`src/rtl/execute_stage.sv`:
```
`timescale 1ns/1ps
// Execute stage: ALU, conditional-branch resolution and the EX/MEM pipeline
// register with stall/flush control, plus a sticky illegal-code flag and a
// taken-branch counter for debug.
module execute_stage #(
    parameter int unsigned XLEN  = 32,
    parameter int unsigned CNT_W = 16
) (
    input  logic             clk_i,
    input  logic             rst_ni,
    input  logic             valid_i,
    input  logic [2:0]       aluop_i,
    input  logic [3:0]       alu_control_i,
    input  logic [XLEN-1:0]  rs1_data_i,
    input  logic [XLEN-1:0]  op_b_i,
    input  logic [XLEN-1:0]  rs2_data_i,
    input  logic [XLEN-1:0]  pc_i,
    input  logic [XLEN-1:0]  imm_i,
    input  logic [4:0]       rd_addr_i,
    input  logic             reg_write_i,
    input  logic             mem_read_i,
    input  logic             mem_write_i,
    input  logic             stall_i,
    input  logic             flush_i,
    output logic             valid_o,
    output logic             reg_write_o,
    output logic             mem_read_o,
    output logic             mem_write_o,
    output logic [XLEN-1:0]  alu_result_o,
    output logic [XLEN-1:0]  store_data_o,
    output logic [4:0]       rd_addr_o,
    output logic             branch_taken_o,
    output logic [XLEN-1:0]  branch_target_o,
    output logic             illegal_o,
    output logic [CNT_W-1:0] branch_cnt_o
);

    typedef enum logic [3:0] {
        ALU_ADD  = 4'b0000,
        ALU_SUB  = 4'b0001,
        ALU_SLL  = 4'b0010,
        ALU_SLT  = 4'b0011,
        ALU_SLTU = 4'b0100,
        ALU_XOR  = 4'b0101,
        ALU_SRL  = 4'b0110,
        ALU_SRA  = 4'b0111,
        ALU_OR   = 4'b1000,
        ALU_AND  = 4'b1001,
        ALU_SGE  = 4'b1011,
        ALU_SGEU = 4'b1100,
        ALU_ILL  = 4'b1111
    } alu_op_e;

    typedef enum logic [2:0] {
        CLS_R = 3'b001,
        CLS_I = 3'b010,
        CLS_S = 3'b011,
        CLS_L = 3'b100,
        CLS_B = 3'b110
    } alu_class_e;

    alu_op_e          w_op;
    logic [4:0]       w_shamt;
    logic [XLEN-1:0]  w_result;
    logic             w_cond;
    logic             w_is_branch;
    logic             w_taken;
    logic             w_illegal;
    logic             w_ctrl_en;

    logic             r_valid;
    logic             r_reg_write;
    logic             r_mem_read;
    logic             r_mem_write;
    logic [XLEN-1:0]  r_alu_result;
    logic [XLEN-1:0]  r_store_data;
    logic [4:0]       r_rd_addr;
    logic             r_branch_taken;
    logic [XLEN-1:0]  r_branch_target;
    logic             r_illegal;
    logic [CNT_W-1:0] r_branch_cnt;

    assign w_op    = alu_op_e'(alu_control_i);
    assign w_shamt = op_b_i[4:0];

    // ALU result; compares produce a zero-extended 0/1
    always_comb begin
        w_result = '0;
        case (w_op)
            ALU_ADD:  w_result = rs1_data_i + op_b_i;
            ALU_SUB:  w_result = rs1_data_i - op_b_i;
            ALU_SLL:  w_result = rs1_data_i << w_shamt;
            ALU_SLT:  w_result[0] = $signed(rs1_data_i) < $signed(op_b_i);
            ALU_SLTU: w_result[0] = rs1_data_i < op_b_i;
            ALU_XOR:  w_result = rs1_data_i ^ op_b_i;
            ALU_SRL:  w_result = rs1_data_i >> w_shamt;
            ALU_SRA:  w_result = $unsigned($signed(rs1_data_i) >>> w_shamt);
            ALU_OR:   w_result = rs1_data_i | op_b_i;
            ALU_AND:  w_result = rs1_data_i & op_b_i;
            ALU_SGE:  w_result[0] = $signed(rs1_data_i) >= $signed(op_b_i);
            ALU_SGEU: w_result[0] = rs1_data_i >= op_b_i;
            default:  w_result = '0;
        endcase
    end

    // Branch condition derived from the ALU result for the branch codes
    always_comb begin
        w_cond = 1'b0;
        case (w_op)
            ALU_XOR:  w_cond = (w_result == '0);
            ALU_SUB:  w_cond = (w_result != '0);
            ALU_SLT, ALU_SLTU, ALU_SGE, ALU_SGEU:
                      w_cond = (w_result == XLEN'(1));
            default:  w_cond = 1'b0;
        endcase
    end

    assign w_is_branch = valid_i && (alu_class_e'(aluop_i) == CLS_B);
    assign w_taken     = w_is_branch && w_cond;
    assign w_illegal   = valid_i && (w_op == ALU_ILL);
    assign w_ctrl_en   = valid_i && !w_is_branch && !w_illegal;

    // EX/MEM register: flush beats stall; stall holds everything but the pulse
    always_ff @(posedge clk_i or negedge rst_ni) begin
        if (!rst_ni) begin
            r_valid         <= 1'b0;
            r_reg_write     <= 1'b0;
            r_mem_read      <= 1'b0;
            r_mem_write     <= 1'b0;
            r_alu_result    <= '0;
            r_store_data    <= '0;
            r_rd_addr       <= '0;
            r_branch_taken  <= 1'b0;
            r_branch_target <= '0;
            r_illegal       <= 1'b0;
            r_branch_cnt    <= '0;
        end else if (flush_i) begin
            r_valid        <= 1'b0;
            r_reg_write    <= 1'b0;
            r_mem_read     <= 1'b0;
            r_mem_write    <= 1'b0;
            r_branch_taken <= 1'b0;
        end else if (stall_i) begin
            r_branch_taken <= 1'b0;
        end else begin
            r_valid         <= valid_i;
            r_reg_write     <= w_ctrl_en && reg_write_i;
            r_mem_read      <= w_ctrl_en && mem_read_i;
            r_mem_write     <= w_ctrl_en && mem_write_i;
            r_alu_result    <= w_result;
            r_store_data    <= rs2_data_i;
            r_rd_addr       <= rd_addr_i;
            r_branch_taken  <= w_taken;
            r_branch_target <= pc_i + imm_i;
            r_branch_cnt    <= r_branch_cnt + {{(CNT_W-1){1'b0}}, w_taken};
            if (w_illegal) begin
                r_illegal <= 1'b1;
            end
        end
    end

    assign valid_o         = r_valid;
    assign reg_write_o     = r_reg_write;
    assign mem_read_o      = r_mem_read;
    assign mem_write_o     = r_mem_write;
    assign alu_result_o    = r_alu_result;
    assign store_data_o    = r_store_data;
    assign rd_addr_o       = r_rd_addr;
    assign branch_taken_o  = r_branch_taken;
    assign branch_target_o = r_branch_target;
    assign illegal_o       = r_illegal;
    assign branch_cnt_o    = r_branch_cnt;

endmodule

```
`config.mk`:
```
export PLATFORM = sky130hd
export DESIGN_NAME = execute_stage
export DESIGN_NICKNAME = d
export VERILOG_FILES = /design/src/rtl/execute_stage.sv
export SDC_FILE = /design/constraint.sdc
export NUM_CORES = 1
export LEC_CHECK = 0
export CORE_MARGIN = 1
export CORE_UTILIZATION = 49
export DETAILED_ROUTE_END_ITERATION = 10
export PLACE_DENSITY = 0.77
export SETUP_SLACK_MARGIN = 0.05
export SYNTH_ARGS = -nofsm -noshare
export SYNTH_HDL_FRONTEND = slang
export SYNTH_SLANG_ARGS = --single-unit
```
`constraint.sdc`:
```
create_clock -name clk_i -period 1.45 [get_ports clk_i]
set_input_delay 0.29 -clock clk_i [delete_from_list [all_inputs] [get_ports clk_i]]
set_output_delay 0.29 -clock clk_i [all_outputs]
set_load 0.02 [all_outputs]
```
==> results of run 1 <==
cells by family after synthesis:
kind of cell / Yosys count / synth area share
multiplexers: 147 / 0.124
AND/OR/NAND/NOR: 796 / 0.222
XOR/XNOR: 51 / 0.0276
AO/OA/AOI/OAI: 649 / 0.267
adder cells (fa/ha/maj): 135 / 0.106
buffers and inverters: 260 / 0.0625
flip-flops: 123 / 0.190
what timing repair did:
item                                    in CTS
cloned                                       1
hold endpoints to repair                    28
hold buffers                                 1
setup buffers                              137
gates resized for setup                    688
endpoints found under the setup margin     230
pin swaps                                  156
metrics by stage:
stage,hold WS (ns),TNS [ns],std cells,setup slack [ns]
3_3_place_gp,0.195,-187.30,3520,-4.26
4_1_cts,0.183,-145.53,3684,-3.33
2_1_floorplan,-0.00559,-112.20,2161,-3.42
3_5_place_dp,0.203,-199.22,3520,-4.55
metal layers:
layer,overflow,global-route usage
met1,0,0.792
met2,10,0.945
met3,0,0.666
met4,16,0.810
met5,0,0.378
==> impl_metrics.toml, run 1 <==
[yosys]
synth.most_common_cell = "nand2_1"
synthTopCellsByCount = "nand2_1 (382), nor2_1 (166), o21ai_0 (157)"
synth-seq-area-share = 0.190
ys_ff_latch = 123
async_flop_share = 1.00
yosys.cell_types.count = 82
synth.top_cells.by_area = "dfrtp_1 (19%), ha_1 (10%), nand2_1 (8.9%), mux4_2 (5.4%), o21ai_0 (4.9%)"
syn_inst = 2161
synth_edf_count = 0
synth_flop_cell = "dfrtp_1"
synth_area_sq_um = 16200
syn_nets = 2476
postSynthAreaPerCell_sq_um = 7.48
yosys.area.top_type_share = 0.190
yosysWarnings = 0
yosysTopAreaCell = "dfrtp_1"

[place]
dpl_cell_area_sq_um = 25500
io_buffers = 302
dpl.hpwl_mm = 72.2
gp_congestion = 1.17

[global_route]
grt_pass1_wl_mm = 199
grt.overflow.total = 26
grt_pass1_vias = 29700
grt_usage = 0.798
grt_max_degree = 47

[clocking]
clockBufferDepth = 2
cts_sinks = 123
cts_buffers = 17
htreeDepth = 4
clock-root-buffer = "clkbuf_16"

[floorplan]
die_width_um = 184
rows = 66
io_pins = 303
dieHeight_um = 184
start_util = 0.497

[outcome]
outcome = "aborted with a tool error"
stop_error = "[ERROR GRT-0116] Global routing finished with congestion. Check the congestion regions in the DRC Viewer."
failing_step = "global routing (5_1_grt)"
==> run 2, diff against run 1 <==
--- a/config.mk
+++ b/config.mk
@@ -6,10 +6,9 @@
 export NUM_CORES = 1
 export LEC_CHECK = 0
 export CORE_MARGIN = 1
-export CORE_UTILIZATION = 49
+export CORE_UTILIZATION = 40
 export DETAILED_ROUTE_END_ITERATION = 10
-export PLACE_DENSITY = 0.77
-export SETUP_SLACK_MARGIN = 0.05
+export PLACE_DENSITY_LB_ADDON = 0.15
 export SYNTH_ARGS = -nofsm -noshare
 export SYNTH_HDL_FRONTEND = slang
 export SYNTH_SLANG_ARGS = --single-unit
==> constraint.sdc (replaced) <==
create_clock -name clk_i -period 1.89 [get_ports clk_i]
set_input_delay 0.378 -clock clk_i [delete_from_list [all_inputs] [get_ports clk_i]]
set_output_delay 0.378 -clock clk_i [all_outputs]
set_load 0.02 [all_outputs]
==> run 2 against run 1 <==
Against the previous run: synthesized cell count is the same; the flow now finishes, with violations (setup timing); area after synthesis did not move.
==> impl_metrics.toml, run 2 <==
[outcome]
outcome = "finished, violations left"
violations = "setup timing"

[timing]
tightest_slew_ns = 0.838
clock.fmax_mhz = 190
maxSlewHeadroom = 0.439
timing_hold_violations_final = 0
fin_tns_setup_ns = -95.15
rsz0062_at_grt = "yes"
fin_skew_ns = 0.00926
period_share = 2.78
slew_violations = 0
setup_viol = 76
fin_crit_ns = 5.26
fin_ws_ns = -3.37

[setup_path]
critPathKind = "primary input to flip-flop"
worstPathCellList = "buf_16 -> buf_8 -> mux2_4 -> a222oi_1 -> buf_4 -> mux2i_4 -> a211oi_2 -> or4b_4 -> a2111oi_4 -> nand4_1 -> nor4_4 -> nand4_1 -> or4_4 -> nor4_4 -> buf_4 -> mux2i_4 -> a21oi_2 -> ha_4 -> ha_4 -> and3_4 -> nand4_1 -> buf_4 -> xnor2_2"
path_max_fanout = 6
crit_required_ns = 2.20
regToRegSetupSlack_ns = 0.01
cpPeakStageDelay_ns = 0.51
end_kind = "flip-flop"
critPathLaunchType = "primary input"
slowest_stage = "or4b_4"
cp.arrival_ns = 5.57

[yosys]
synth.most_common_cell = "nand2_1"
synth_fa_ha_area_frac = 0.106
synth_flop_cell = "dfrtp_1"
synth-seq-area-share = 0.190
yosys.area.top_type_share = 0.190
ys_ff_latch = 123
synthTopCellsByCount = "nand2_1 (382), nor2_1 (166), o21ai_0 (157)"
yosysWarnings = 0
synth.top_cells.by_area = "dfrtp_1 (19%), ha_1 (10%), nand2_1 (8.9%), mux4_2 (5.4%), o21ai_0 (4.9%)"
synth_xor_area_frac = 0.0276
yosysTopAreaCell = "dfrtp_1"
synth-compound-area-share = 0.267
yosys.cell_types.count = 82
synth_top_family_by_area = "compound AO/OA/AOI/OAI gates"
async_flop_share = 1.00
synth_area_sq_um = 16200
syn_nets = 2476
syn_inst = 2161
synth-simple-area-share = 0.222
synth_edf_count = 0
postSynthAreaPerCell_sq_um = 7.48
synthMuxAreaShare = 0.124

[floorplan]
dieHeight_um = 203
rows = 73
io_pins = 303
start_util = 0.406
die_area_sq_um = 41200
core_sq_um = 39800
die_width_um = 203

[global_route]
grt_max_degree = 50
grt_usage = 0.439
grt_pass1_wl_mm = 137
grt.overflow.total = 0
antenna_found_initial = 3
grt_pass1_vias = 22500

[detailed_routing]
routed_wl_mm = 101
via_count = 23900
ant_nets = 0
drtPass1Iterations = 6
avgViaCountPerCell = 6.28
drt-initial-drc-count = 2367
drc = 0
wl_per_cell_um = 26.6

[place]
place_ws_ns = -4.21
io_buffers = 302
gp_congestion = 1.11
dpl.hpwl_mm = 72.8
dpl_cell_area_sq_um = 25700

[clocking]
cts_tree = "yes"
cts_sinks = 123
cts_buffers = 17
clk_latency_ns = 0.43
path_clk_slew_ns = 0.06
htreeDepth = 4
clock-root-buffer = "clkbuf_16"
clockBufferDepth = 2

[cells_and_area]
final_area_sq_um = 30600
nets = 3578
most-common-layout-cells = "buf_4 (802), nand2_1 (359), clkdlybuf4s50_1 (179), nor2_1 (140), dfrtp_1 (123)"
area_growth_pct = 89.6
final_common_cell = "buf_4"
drive_gt1_frac = 0.471

[power_and_ir_drop]
ir_worst_vdd_mv = 0.607
power_mw = 16.5
power_density_nw_per_um2 = 540
power_leakage_nw = 14.2

[min_path]
hp-class = "primary input to flip-flop"

[job]
max-cap-violations = 0
## run 2: cell counts after synthesis
No cell type changed its count.
## run 2: area by class of cell
class                      count  area, sq um
antenna                        3         7.51
clock buffer                  20          447
clock inverter                12          161
fill                        2761         9190
inverter                     112          457
multi-input combinational   1778        15100
sequential                   123         3080
tap                          525          657
timing repair buffer        1231        10700
## run 2: metrics by stage
| step | utilization | hold slack, ns | std cells |
|---|---|---|---|
| 5_1_grt | 0.769 | 0.344 | 3803 |
| 6_report | 0.769 | 0.335 | 3804 |
| 4_1_cts | 0.718 | 0.284 | 3734 |
| 3_3_place_gp | 0.646 | 0.304 | 3617 |
| 2_1_floorplan | - | 0.0824 | 2161 |
| 3_5_place_dp | 0.646 | 0.312 | 3617 |
## run 2: worst max-delay path, delay by kind of cell
kind | cells | cell delay, ns
buffers and inverters | 5 | 0.86
AND/OR/NAND/NOR | 8 | 2.24
AO/OA/AOI/OAI | 4 | 1.20
XOR/XNOR | 1 | 0.14
multiplexers | 3 | 0.45
adder cells (fa/ha/maj) | 2 | 0.29
## run 2: final timing paths
path	to	start	cells after the start
worst max-delay path	branch_cnt_o[10]	op_b_i[0]	23
worst min-delay path	branch_target_o[0]	pc_i[0]	4
worst max register to register	branch_cnt_o[15]	branch_cnt_o[3]	7
worst min register to register	alu_result_o[18]	alu_result_o[18]	2
max in group asynchronous	store_data_o[22]	rst_ni	3
min in group asynchronous	branch_target_o[17]	rst_ni	2
## run 2: cells by family (layout without fill, tap and decap cells)
kind of cell / count (synthesis) / in the layout
AND/OR/NAND/NOR: 796 / 796
buffers and inverters: 260 / 1375
other: 0 / 3
flip-flops: 123 / 123
adder cells (fa/ha/maj): 135 / 135
AO/OA/AOI/OAI: 649 / 649
multiplexers: 147 / 147
XOR/XNOR: 51 / 51
## run 2: what timing repair did
action	4_1_cts	5_1_grt
hold endpoints to repair	35	0
buffers inserted	86	87
setup endpoints to repair	84	79
pin swaps	126	192
hold buffers	1	0
gates resized for setup	521	402
gates cloned	2	2
## run 2: routing by layer
metal	vias up	wire length (um)	global-route usage
met5	-	16	0
met3	522	9590	0.0661
met4	2	8460	0.255
li1	10100	-	-
met1	11500	37100	0.533
met2	1743	46100	0.736
## run 2: power by group
group	switching, mW	internal, mW	total [mW]
combinational	5.14	4.74	9.88
sequential	0.259	3.01	3.26
clock	1.27	2.12	3.39
total	6.67	9.87	16.5
(Power assumes the default switching activity.)
